### src/rtl/events_to_apb_rr.sv
// rtl/events_to_apb_rr.sv - round-robin event counter bridge reporting counts as APB writes
// Optional feature macro: EVENTS_TO_APB_SLVERR_RETRY_EN (retry an errored transfer on the same channel)
module events_to_apb_rr #(
    parameter int          NUM_EVENTS  = 4,
    parameter int          CNT_W       = 8,
    parameter logic [31:0] ADDR_BASE   = 32'hABBA_0000,
    parameter logic [31:0] ADDR_STRIDE = 32'h0001_0000
) (
    input  logic                  clk,
    input  logic                  reset,
    input  logic [NUM_EVENTS-1:0] event_i,
    output logic                  apb_psel_o,
    output logic                  apb_penable_o,
    output logic [31:0]           apb_paddr_o,
    output logic                  apb_pwrite_o,
    output logic [31:0]           apb_pwdata_o,
    input  logic                  apb_pready_i,
    input  logic                  apb_pslverr_i
);

    localparam int IDX_W = (NUM_EVENTS > 1) ? $clog2(NUM_EVENTS) : 1;
    localparam logic [CNT_W-1:0] CNT_MAX = '1;

    typedef enum logic [1:0] {IDLE, SETUP, ACCESS} state_t;

    state_t                 state_q, state_d;
    logic [CNT_W-1:0]       cnt_q [NUM_EVENTS];
    logic [IDX_W-1:0]       last_q;
    logic                   psel_q, penable_q;
    logic [31:0]            paddr_q, pwdata_q;

    logic [NUM_EVENTS-1:0]  pending;
    logic                   any_pending;
    logic [IDX_W-1:0]       grant_idx, sel_idx;
    logic                   grant, retry;
    logic [CNT_W-1:0]       sel_val;

    // Three-operand add clamped to the counter maximum; counters never wrap
    function automatic logic [CNT_W-1:0] sat_add(input logic [CNT_W-1:0] a,
                                                 input logic [CNT_W-1:0] b,
                                                 input logic c);
        logic [CNT_W+1:0] s;
        s = {2'b00, a} + {2'b00, b} + {{(CNT_W+1){1'b0}}, c};
        return (s > {2'b00, CNT_MAX}) ? CNT_MAX : s[CNT_W-1:0];
    endfunction

    // A channel has work if it holds a count or is pulsing this cycle
    always_comb begin
        for (int i = 0; i < NUM_EVENTS; i++) begin
            pending[i] = (cnt_q[i] != '0) || event_i[i];
        end
        any_pending = |pending;
    end

    // Round-robin pick: first pending channel after the last one served
    always_comb begin
        logic             found;
        logic [IDX_W-1:0] c;
        found     = 1'b0;
        c         = '0;
        grant_idx = last_q;
        for (int k = 1; k <= NUM_EVENTS; k++) begin
            c = IDX_W'((int'(last_q) + k) % NUM_EVENTS);
            if (!found && pending[c]) begin
                found     = 1'b1;
                grant_idx = c;
            end
        end
    end

    // Next-state logic; a grant happens on leaving IDLE or on a completed ACCESS
    always_comb begin
        state_d = state_q;
        grant   = 1'b0;
        retry   = 1'b0;
        case (state_q)
            IDLE: begin
                if (any_pending) begin
                    grant   = 1'b1;
                    state_d = SETUP;
                end
            end
            SETUP: state_d = ACCESS;
            ACCESS: begin
                if (apb_pready_i) begin
`ifdef EVENTS_TO_APB_SLVERR_RETRY_EN
                    if (apb_pslverr_i) begin
                        retry   = 1'b1;
                        state_d = SETUP;
                    end else
`endif
                    if (any_pending) begin
                        grant   = 1'b1;
                        state_d = SETUP;
                    end else begin
                        state_d = IDLE;
                    end
                end
            end
            default: state_d = IDLE;
        endcase
    end

    // A retry re-serves the channel just reported, which is always last_q
    always_comb begin
        sel_idx = retry ? last_q : grant_idx;
        if (retry) begin
            sel_val = sat_add(pwdata_q[CNT_W-1:0], cnt_q[sel_idx], event_i[sel_idx]);
        end else begin
            sel_val = sat_add(cnt_q[sel_idx], '0, event_i[sel_idx]);
        end
    end

`ifndef EVENTS_TO_APB_SLVERR_RETRY_EN
    logic unused_pslverr;
    assign unused_pslverr = apb_pslverr_i;
`endif

    // State, counters and registered APB outputs
    always_ff @(posedge clk or posedge reset) begin
        if (reset) begin
            state_q   <= IDLE;
            last_q    <= IDX_W'(NUM_EVENTS - 1);
            psel_q    <= 1'b0;
            penable_q <= 1'b0;
            paddr_q   <= '0;
            pwdata_q  <= '0;
            for (int i = 0; i < NUM_EVENTS; i++) cnt_q[i] <= '0;
        end else begin
            state_q   <= state_d;
            psel_q    <= (state_d != IDLE);
            penable_q <= (state_d == ACCESS);
            for (int i = 0; i < NUM_EVENTS; i++) begin
                if ((grant || retry) && (IDX_W'(i) == sel_idx)) begin
                    cnt_q[i] <= '0;
                end else begin
                    cnt_q[i] <= sat_add(cnt_q[i], '0, event_i[i]);
                end
            end
            if (grant) last_q <= grant_idx;
            if (grant || retry) begin
                paddr_q  <= ADDR_BASE + 32'(sel_idx) * ADDR_STRIDE;
                pwdata_q <= 32'(sel_val);
            end else if (state_d == IDLE) begin
                paddr_q  <= '0;
                pwdata_q <= '0;
            end
        end
    end

    assign apb_psel_o    = psel_q;
    assign apb_penable_o = penable_q;
    assign apb_pwrite_o  = psel_q;
    assign apb_paddr_o   = paddr_q;
    assign apb_pwdata_o  = pwdata_q;

endmodule

### config.mk
export PLATFORM = sky130hd
export DESIGN_NAME = events_to_apb_rr
export DESIGN_NICKNAME = d
export VERILOG_FILES = /design/src/rtl/events_to_apb_rr.sv
export SDC_FILE = /design/constraint.sdc
export NUM_CORES = 1
export LEC_CHECK = 0
export ABC_AREA = 1
export BUFFER_PORTS_ARGS = -buffer_cell sky130_fd_sc_hd__buf_2
export CAP_MARGIN = 20
export CORE_ASPECT_RATIO = 1.25
export CORE_MARGIN = 3
export CORE_UTILIZATION = 45
export CTS_BUF_LIST = sky130_fd_sc_hd__clkbuf_2 sky130_fd_sc_hd__clkbuf_4 sky130_fd_sc_hd__clkbuf_8
export CTS_CLUSTER_DIAMETER = 100
export DETAILED_ROUTE_END_ITERATION = 10
export PLACE_DENSITY_LB_ADDON = 0.15
export SKIP_LAST_GASP = 1
export SYNTH_ARGS = -nofsm -noshare
export SYNTH_HDL_FRONTEND = slang
export SYNTH_SLANG_ARGS = --single-unit
### constraint.sdc
create_clock -name clk -period 4.2 [get_ports clk]
set_input_delay 0.21 -clock clk [delete_from_list [all_inputs] [get_ports clk]]
set_output_delay 0.21 -clock clk [all_outputs]
set_load 0.01 [all_outputs]
======== After elaboration in Yosys (flattened, before gate mapping) ========
Index checks and enable logic that the tools add are counted.
Widths: inputs -> output; s select.
word-level totals
  flip-flop bits (word level) ............. 102
  input bits .............................. 8
  output and inout port bits .............. 67
  word-level logic and storage cells ...... 101
cells by class
  $add $sub $neg .......................... 10
  order comparisons ....................... 11
  equal/unequal tests ..................... 6
  muxes and demuxes ....................... 39
  bitwise logic cells ..................... 1
  reduce and logical (&&, ||, !) cells .... 24
operator list
  operator                count
  $mux 32                 3
  $mux 8                  11
  $add 8x1->9             5
  $gt 9x8->1 const B      5
  $add 32x18->32 const A  1
  $reduce_bool 8->1       4
  $bmux 8 s2              1
  $lt 2x3->1 const B      5
  $mux 2                  6
  $mux 1                  11
  $bmux 1 s2              5
  $logic_and 1x1->1       7
  $logic_not 2->1         3
  $pmux 2 s3              1
  $add 2x1->2 const B     2
  $add 2x2->2 const B     2
  $eq 2x2->1 const A      2
  $eq 2x2->1 const B      2
  $logic_or 1x1->1        4
  $reduce_bool 2->1       2
  $reduce_or 4->1         1
  $ge 3x3->1 const B      1
  $logic_not 1->1         3
  $not 2->3               1
  3 further kinds         3

======== Logic depth before layout (Yosys ltp) ========
  depth in word-level cells ............... 22
  mapped depth ............................ 25
  depth with buffers taken out ............ 24

======== Worst setup path after synthesis ========
Ideal clock, no wire load.
  kind .................................... register to register
  start point ............................. reg last_q[0]
  end point ............................... reg pwdata_q[7], in the netlist apb_pwdata_o[7]
  setup time .............................. 121 ps
  data arrival time ....................... 2836 ps
  required time ........................... 4079 ps
  path slack .............................. 1243 ps
  cell stages (with the launch flop) ...... 26
  path buffers ............................ 2
  period minus slack after synthesis ...... 2957 ps
  cells stage by stage .................... dfstp_2 > buf_4 > inv_4 > nand2_1 > nand2_1 > inv_2 > nand3_1 > nand2_2 > nand2_1 > nand2_1 > nand2_1 > nand3_1 > nand2_2 > buf_2 > nor2_1 > inv_1 > o221ai_1 > inv_1 > ha_1 > ha_1 > nand2_2 > nor2_4 > nand2_1 > nand2_1 > nor2_1 > o21ai_1
on the way
  longest elaborated chain between the ends .. 21
  elaborated cells between the ends (all ways) .. 35
  those cells by class .................... add/sub (5); order compare (1); mux (22); bitwise (1); reduce/logical (6)
ends and longest elaborated chain
  element                                    line  text
  from (decl)                                28    logic [IDX_W-1:0] last_q;
  from (signal assigned)                     123   last_q <= IDX_W'(NUM_EVENTS - 1);
  from (signal assigned)                     140   if (grant) last_q <= grant_idx;
  $add 2x1->2                                63    c = IDX_W'((int'(last_q) + k) % NUM_EVENTS);
  $bmux 1 s2                                 64    if (!found && pending[c]) begin
  $mux 1 (implied by the code)               64
  $mux 1                                     64
  $logic_not 1->1                            64
  $logic_and 1x1->1                          64
  $mux 1                                     64
  $logic_not 1->1                            64
  [4 not listed]                             -
  $mux 2 (*)                                 64
  $not 2->3 (implied by the code)            110   sel_val = sat_add(cnt_q[sel_idx], '0, event_i[sel_idx]);
  $bmux 8 s2                                 110
  $mux 8 (implied by the code) (2 in a row)  110
  $add 8x1->9 (*)                            43    s = {2'b00, a} + {2'b00, b} + {{(CNT_W+1){1'b0}}, c};
  $gt 9x8->1                                 44    return (s > {2'b00, CNT_MAX}) ? CNT_MAX : s[CNT_W-1:0];
  $mux 8 (*)                                 44
  $mux 32 (*)                                141   if (grant || retry) begin
  to (signal assigned)                       143   pwdata_q <= 32'(sel_val);
  to (decl)                                  30    logic [31:0] paddr_q, pwdata_q;
Mark *: on every way between the ends. The rest lies on a longest branch, timed or not. The select of a mux whose other input is x is not followed.
A chain may end at the register's enable or synchronous reset.

======== Worst setup path in the final report ========
  start point ............................. reg last_q[0]
  end point ............................... reg pwdata_q[6], in the netlist apb_pwdata_o[6]
Same word-level chain as after synthesis.

==> results by stage <==
Run status:
- The run finished, with violations left.
- The checks that failed: hold timing.

STA:
- Derived from the worst setup path, the maximum achievable clock frequency is just under 0.3 GHz.
- The final critical-path share of the clock period is 0.817.
- The final count of hold timing violations was 25.
- Subtracting the final worst setup slack from the clock period gives between 3 and 4 ns.
- Measured against its own limit, the worst slew margin works out to 0.587.
- The number of max-slew violations in the final report is 0.
- Setup repair after global routing left no endpoint under its margin.
- Hold timing on the final database bottoms out at a slack of -0.0264 ns.
- The actual transition at the worst max-transition pin is 0.618 ns.
- Setup violations remaining at the end of the flow were counted as 0.
- Setup total negative slack on the finished layout was measured at 0 ns.
- The worst clock skew on the final layout is 0.00610 ns.

Final layout:
- Summing all non-filler instances in the final layout gives an area of 0.00396 sq mm.
- In the final layout, the multi-input gates occupy between 0.002 and 0.0025 sq mm.
- Leaving out fill and tap cells, the most frequent cells in the layout are sky130_fd_sc_hd__nand2_1, sky130_fd_sc_hd__inv_1, sky130_fd_sc_hd__nor2_1, sky130_fd_sc_hd__dfrtp_1, sky130_fd_sc_hd__nand3_1.
- The area added between synthesis and finish is 2.10%.
- Leaving out fill and tap cells, the most frequent cell in the layout is sky130_fd_sc_hd__nand2_1.
- The final layout net count is approximately 600.
- The share of post-route cells with drive strength above 1 is 0.133.
- 0 antenna diodes ended up in the layout.
- The number of fill cells is 872.
- Registers take about 0.0013 sq mm.

Power and ir drop:
- Across the VDD grid, the largest voltage drop is around 0.00025 V.
- Power spread over the standard cell area amounts to 854 mW/mm^2.
- The total leakage power is around 2.2 nW.

Route:
- The post-detailed-route via-to-cell ratio is about 4.8.
- The first-pass iteration count of the detailed router is 4.
- For this block, the routed nets add up to roughly 8000 microns of wire.
- The number of violations reported at the end of detailed-routing iteration 0 is 183.
- For this run, design rule violations remaining after detail routing come to 0.
- The detail route stage leaves a number of antenna-violating nets equal to 0.
- The detailed-route wire length per cell is between 10 and 15 microns.
- For this block, the via count after detailed routing is roughly 3200.

Critical path:
- The setup check on the worst reg-to-reg path leaves a slack of slightly below 0.8 ns.
- The most numerous cell type found on the critical path is sky130_fd_sc_hd__nand2_4.
- The worst setup path is launched from a flop.
- Traced cell by cell, the critical path runs through inv_4 -> nand2_1 -> nand2_1 -> inv_2 -> nand3_1 -> nand2_2 -> nand2_4 -> nand2_4 -> nand2_4 -> nand2_4 -> nor2_1 -> o21ai_0 -> o221ai_1 -> inv_1 -> ha_1 -> ha_1 -> nand2_2 -> nor2_4 -> nand2_1 -> nor3_1 -> o21ai_1.
- The critical path contains buffers and inverters numbering 3 combined.
- The largest single stage delay on the critical path is between 0.6 and 0.7 ns.
- The family of cells with the greatest summed delay on the critical path is simple AND/OR/NAND/NOR gates.
- The slowest stage of the critical path is the sky130_fd_sc_hd__dfstp_2 cell.
- STA classifies the critical path endpoint as a flop.
- The data required time of the critical path is 4.39 ns.
- The kind of critical path is reg2reg.
- Of all nets on the critical path, the largest fanout is 23.
- Data arrives at the worst endpoint at roughly 3.6 ns.

Hold path:
- The path class of the tightest hold or removal check is in2async.

Clock tree:
- After clock tree synthesis, the clock-pin slew on the worst setup and hold paths is roughly 0.09 ns.
- The largest buffer count on any clock path is 2.
- TritonCTS built the clock tree.
- Counting every sink on the clock net gives 50.
- The clock latency on the worst-skew pair is roughly 0.30 ns.
- CTS placed an instance of sky130_fd_sc_hd__clkbuf_8 at the clock tree root.
- The post-CTS repair timing setup buffer count is 0.
- The number of gates resized after cts is 0.
- The post-cts hold buffer count is 0.
- In this run, CTS created clock tree buffers numbering 5.
- CTS built an H-tree with a depth of 2.

Global route:
- The first-pass GRT wire length is ~13000 microns.
- Entering global routing, the biggest net connects 51 pins.
- The number of global-route vias before repair came to around 2900.
- Across every metal layer, demand over resource in global routing totals 0.172.
- The overflow left after global routing is 0.
- The number of antenna violations at the first check in global routing is 0.

Synth:
- The area of the mapped netlist is roughly 0.0039 sq mm.
- The post-synthesis instance total is between 500 and 600.
- The Yosys step of the flow raised 0 warnings.
- The mean area per synthesized cell is 6.93 sq um.
- For this run, the register share of the synthesized area comes to 0.324.
- Yosys mapped the design onto 40 distinct sky130hd cell types.
- The flip-flop and latch count after synthesis is 50.

Placement:
- The total placed instance area is 0.00383 sq mm.
- At the end of routability-driven placement, the weighted congestion stood at ~0.90.
- The number of buffer cells added on primary ports is 29.
- The estimated wirelength of the detail-placed design is 6360 microns.

Floorplan:
- The die outline height is around 110 microns.
- The floorplan core area is approximately 0.0083 sq mm.
- The initial core utilization is 0.468.
- The floorplan step defined a die boundary enclosing slightly below 0.01 sq mm.
- In this run the horizontal extent of the chip is slightly below 90 microns.
- In this run the core area contains 37 standard-cell rows.
- The number of placed I/O pins is between 70 and 80.

Job:
- The max-cap violation count is 0.
-- worst reg2reg max path, stage by stage, from the launching register on --
cell and delay, ns:
sky130_fd_sc_hd__dfstp_2 0.66, sky130_fd_sc_hd__inv_4 0.10, sky130_fd_sc_hd__nand2_1 0.10, sky130_fd_sc_hd__nand2_1 0.11
sky130_fd_sc_hd__inv_2 0.11, sky130_fd_sc_hd__nand3_1 0.09, sky130_fd_sc_hd__nand2_2 0.13, sky130_fd_sc_hd__nand2_4 0.08
sky130_fd_sc_hd__nand2_4 0.07, sky130_fd_sc_hd__nand2_4 0.12, sky130_fd_sc_hd__nand2_4 0.26, sky130_fd_sc_hd__nor2_1 0.06
sky130_fd_sc_hd__o21ai_0 0.22, sky130_fd_sc_hd__o221ai_1 0.16, sky130_fd_sc_hd__inv_1 0.08, sky130_fd_sc_hd__ha_1 0.22
sky130_fd_sc_hd__ha_1 0.23, sky130_fd_sc_hd__nand2_2 0.09, sky130_fd_sc_hd__nor2_4 0.11, sky130_fd_sc_hd__nand2_1 0.10
sky130_fd_sc_hd__nor3_1 0.15, sky130_fd_sc_hd__o21ai_1 0.07
-- final cells by class --
class                           count  share of cell area
Clock buffer                        8              0.0231
Inverter                           76              0.0727
Multi-Input combinational cell    414               0.511
Sequential cell                    50               0.317
Tap cell                           97              0.0307
Timing Repair Buffer               31              0.0455
-- metrics by stage --
stage | util | setup slack (ns) | total power [mW] | std cells
final | 0.477 | 0.771 | 3.38 | 676
after global routing | 0.477 | 0.466 | 3.78 | 676
after CTS | 0.473 | 0.744 | 3.40 | 674
after detailed placement | 0.462 | 0.764 | 3.09 | 666
after global placement | 0.462 | 0.837 | 3.06 | 666
after floorplan | - | 1.24 | 2.75 | 602
-- cell families (layout without fill, tap and decap cells) --
logic type / after synthesis / count (layout) / synth area share
simple gates: 304 / 304 / 0.359
buf+inv: 138 / 115 / 0.196
flops: 50 / 50 / 0.324
compound gates: 47 / 47 / 0.0672
fa+ha+maj: 10 / 10 / 0.0323
xor+xnor: 9 / 9 / 0.0203
other cells: 1 / 44 / 0.000968
-- flip-flops by register name (all words and copies together), names as in the netlist --
signal         flops
apb_psel_o         1
apb_paddr_o        4
apb_penable_o      1
apb_pwdata_o       8
cnt_q             32
state_q            2
last_q             2
-- synth_stat cells --
master                       n  share of area
sky130_fd_sc_hd__a211oi_1    2         0.0039
sky130_fd_sc_hd__a21oi_1    13          0.017
sky130_fd_sc_hd__a22oi_1     1         0.0019
sky130_fd_sc_hd__buf_2       3         0.0039
sky130_fd_sc_hd__buf_4      54           0.10
sky130_fd_sc_hd__buf_6       3         0.0087
sky130_fd_sc_hd__buf_8       1         0.0039
sky130_fd_sc_hd__clkbuf_1    1        0.00097
sky130_fd_sc_hd__conb_1      1        0.00097
sky130_fd_sc_hd__dfrtp_1    48           0.31
sky130_fd_sc_hd__dfstp_2     2          0.014
sky130_fd_sc_hd__ha_1       10          0.032
sky130_fd_sc_hd__inv_1      74          0.072
sky130_fd_sc_hd__inv_2       1        0.00097
sky130_fd_sc_hd__inv_4       1         0.0016
sky130_fd_sc_hd__nand2_1   148           0.14
sky130_fd_sc_hd__nand2_2    13          0.021
sky130_fd_sc_hd__nand2_4     6          0.017
sky130_fd_sc_hd__nand3_1    46          0.059
sky130_fd_sc_hd__nand3_2     2         0.0052
sky130_fd_sc_hd__nand3_4     1         0.0045
sky130_fd_sc_hd__nand3b_1    2         0.0039
sky130_fd_sc_hd__nand4_1     6         0.0097
sky130_fd_sc_hd__nor2_1     62          0.060
sky130_fd_sc_hd__nor2_2      5         0.0081
sky130_fd_sc_hd__nor2_4      2         0.0058
sky130_fd_sc_hd__nor2_8      1         0.0052
sky130_fd_sc_hd__nor3_1      4         0.0052
sky130_fd_sc_hd__nor3_2      1         0.0026
sky130_fd_sc_hd__nor4_1      3         0.0048
sky130_fd_sc_hd__o211ai_1    3         0.0058
sky130_fd_sc_hd__o21ai_0    19          0.025
sky130_fd_sc_hd__o21ai_1     6         0.0077
sky130_fd_sc_hd__o21ai_2     1         0.0023
sky130_fd_sc_hd__o21bai_1    1         0.0019
sky130_fd_sc_hd__o221ai_1    1         0.0023
sky130_fd_sc_hd__or2_1       1         0.0016
sky130_fd_sc_hd__or2_2       1         0.0016
sky130_fd_sc_hd__xnor2_1     2         0.0045
sky130_fd_sc_hd__xor2_1      7          0.016
-- final timing paths --
check,endpoint,cells after the start,from
min reg2reg,apb_pwdata_o[3],2,apb_pwdata_o[3]
max,apb_pwdata_o[6],21,last_q[0]
max in group asynchronous,cnt_q[11],3,reset
min,apb_pwdata_o[1],2,reset
min in group clk,cnt_q[24],4,event_i[0]
max reg2reg,apb_pwdata_o[6],21,last_q[0]
-- report_power, final --
group,total [mW],switching [mW],internal [mW]
clock network,0.296,0.157,0.138
logic,2.26,1.50,0.756
registers,0.827,0.159,0.669
-- layer usage --
layer,vias up,track usage,part of all wire
met3,14,0.0292,0.056
met1,1452,0.221,0.44
met2,98,0.283,0.48
met4,0,0.0713,0.024
met5,-,0,0
li1,1675,-,-
(Power assumes the default switching activity.)
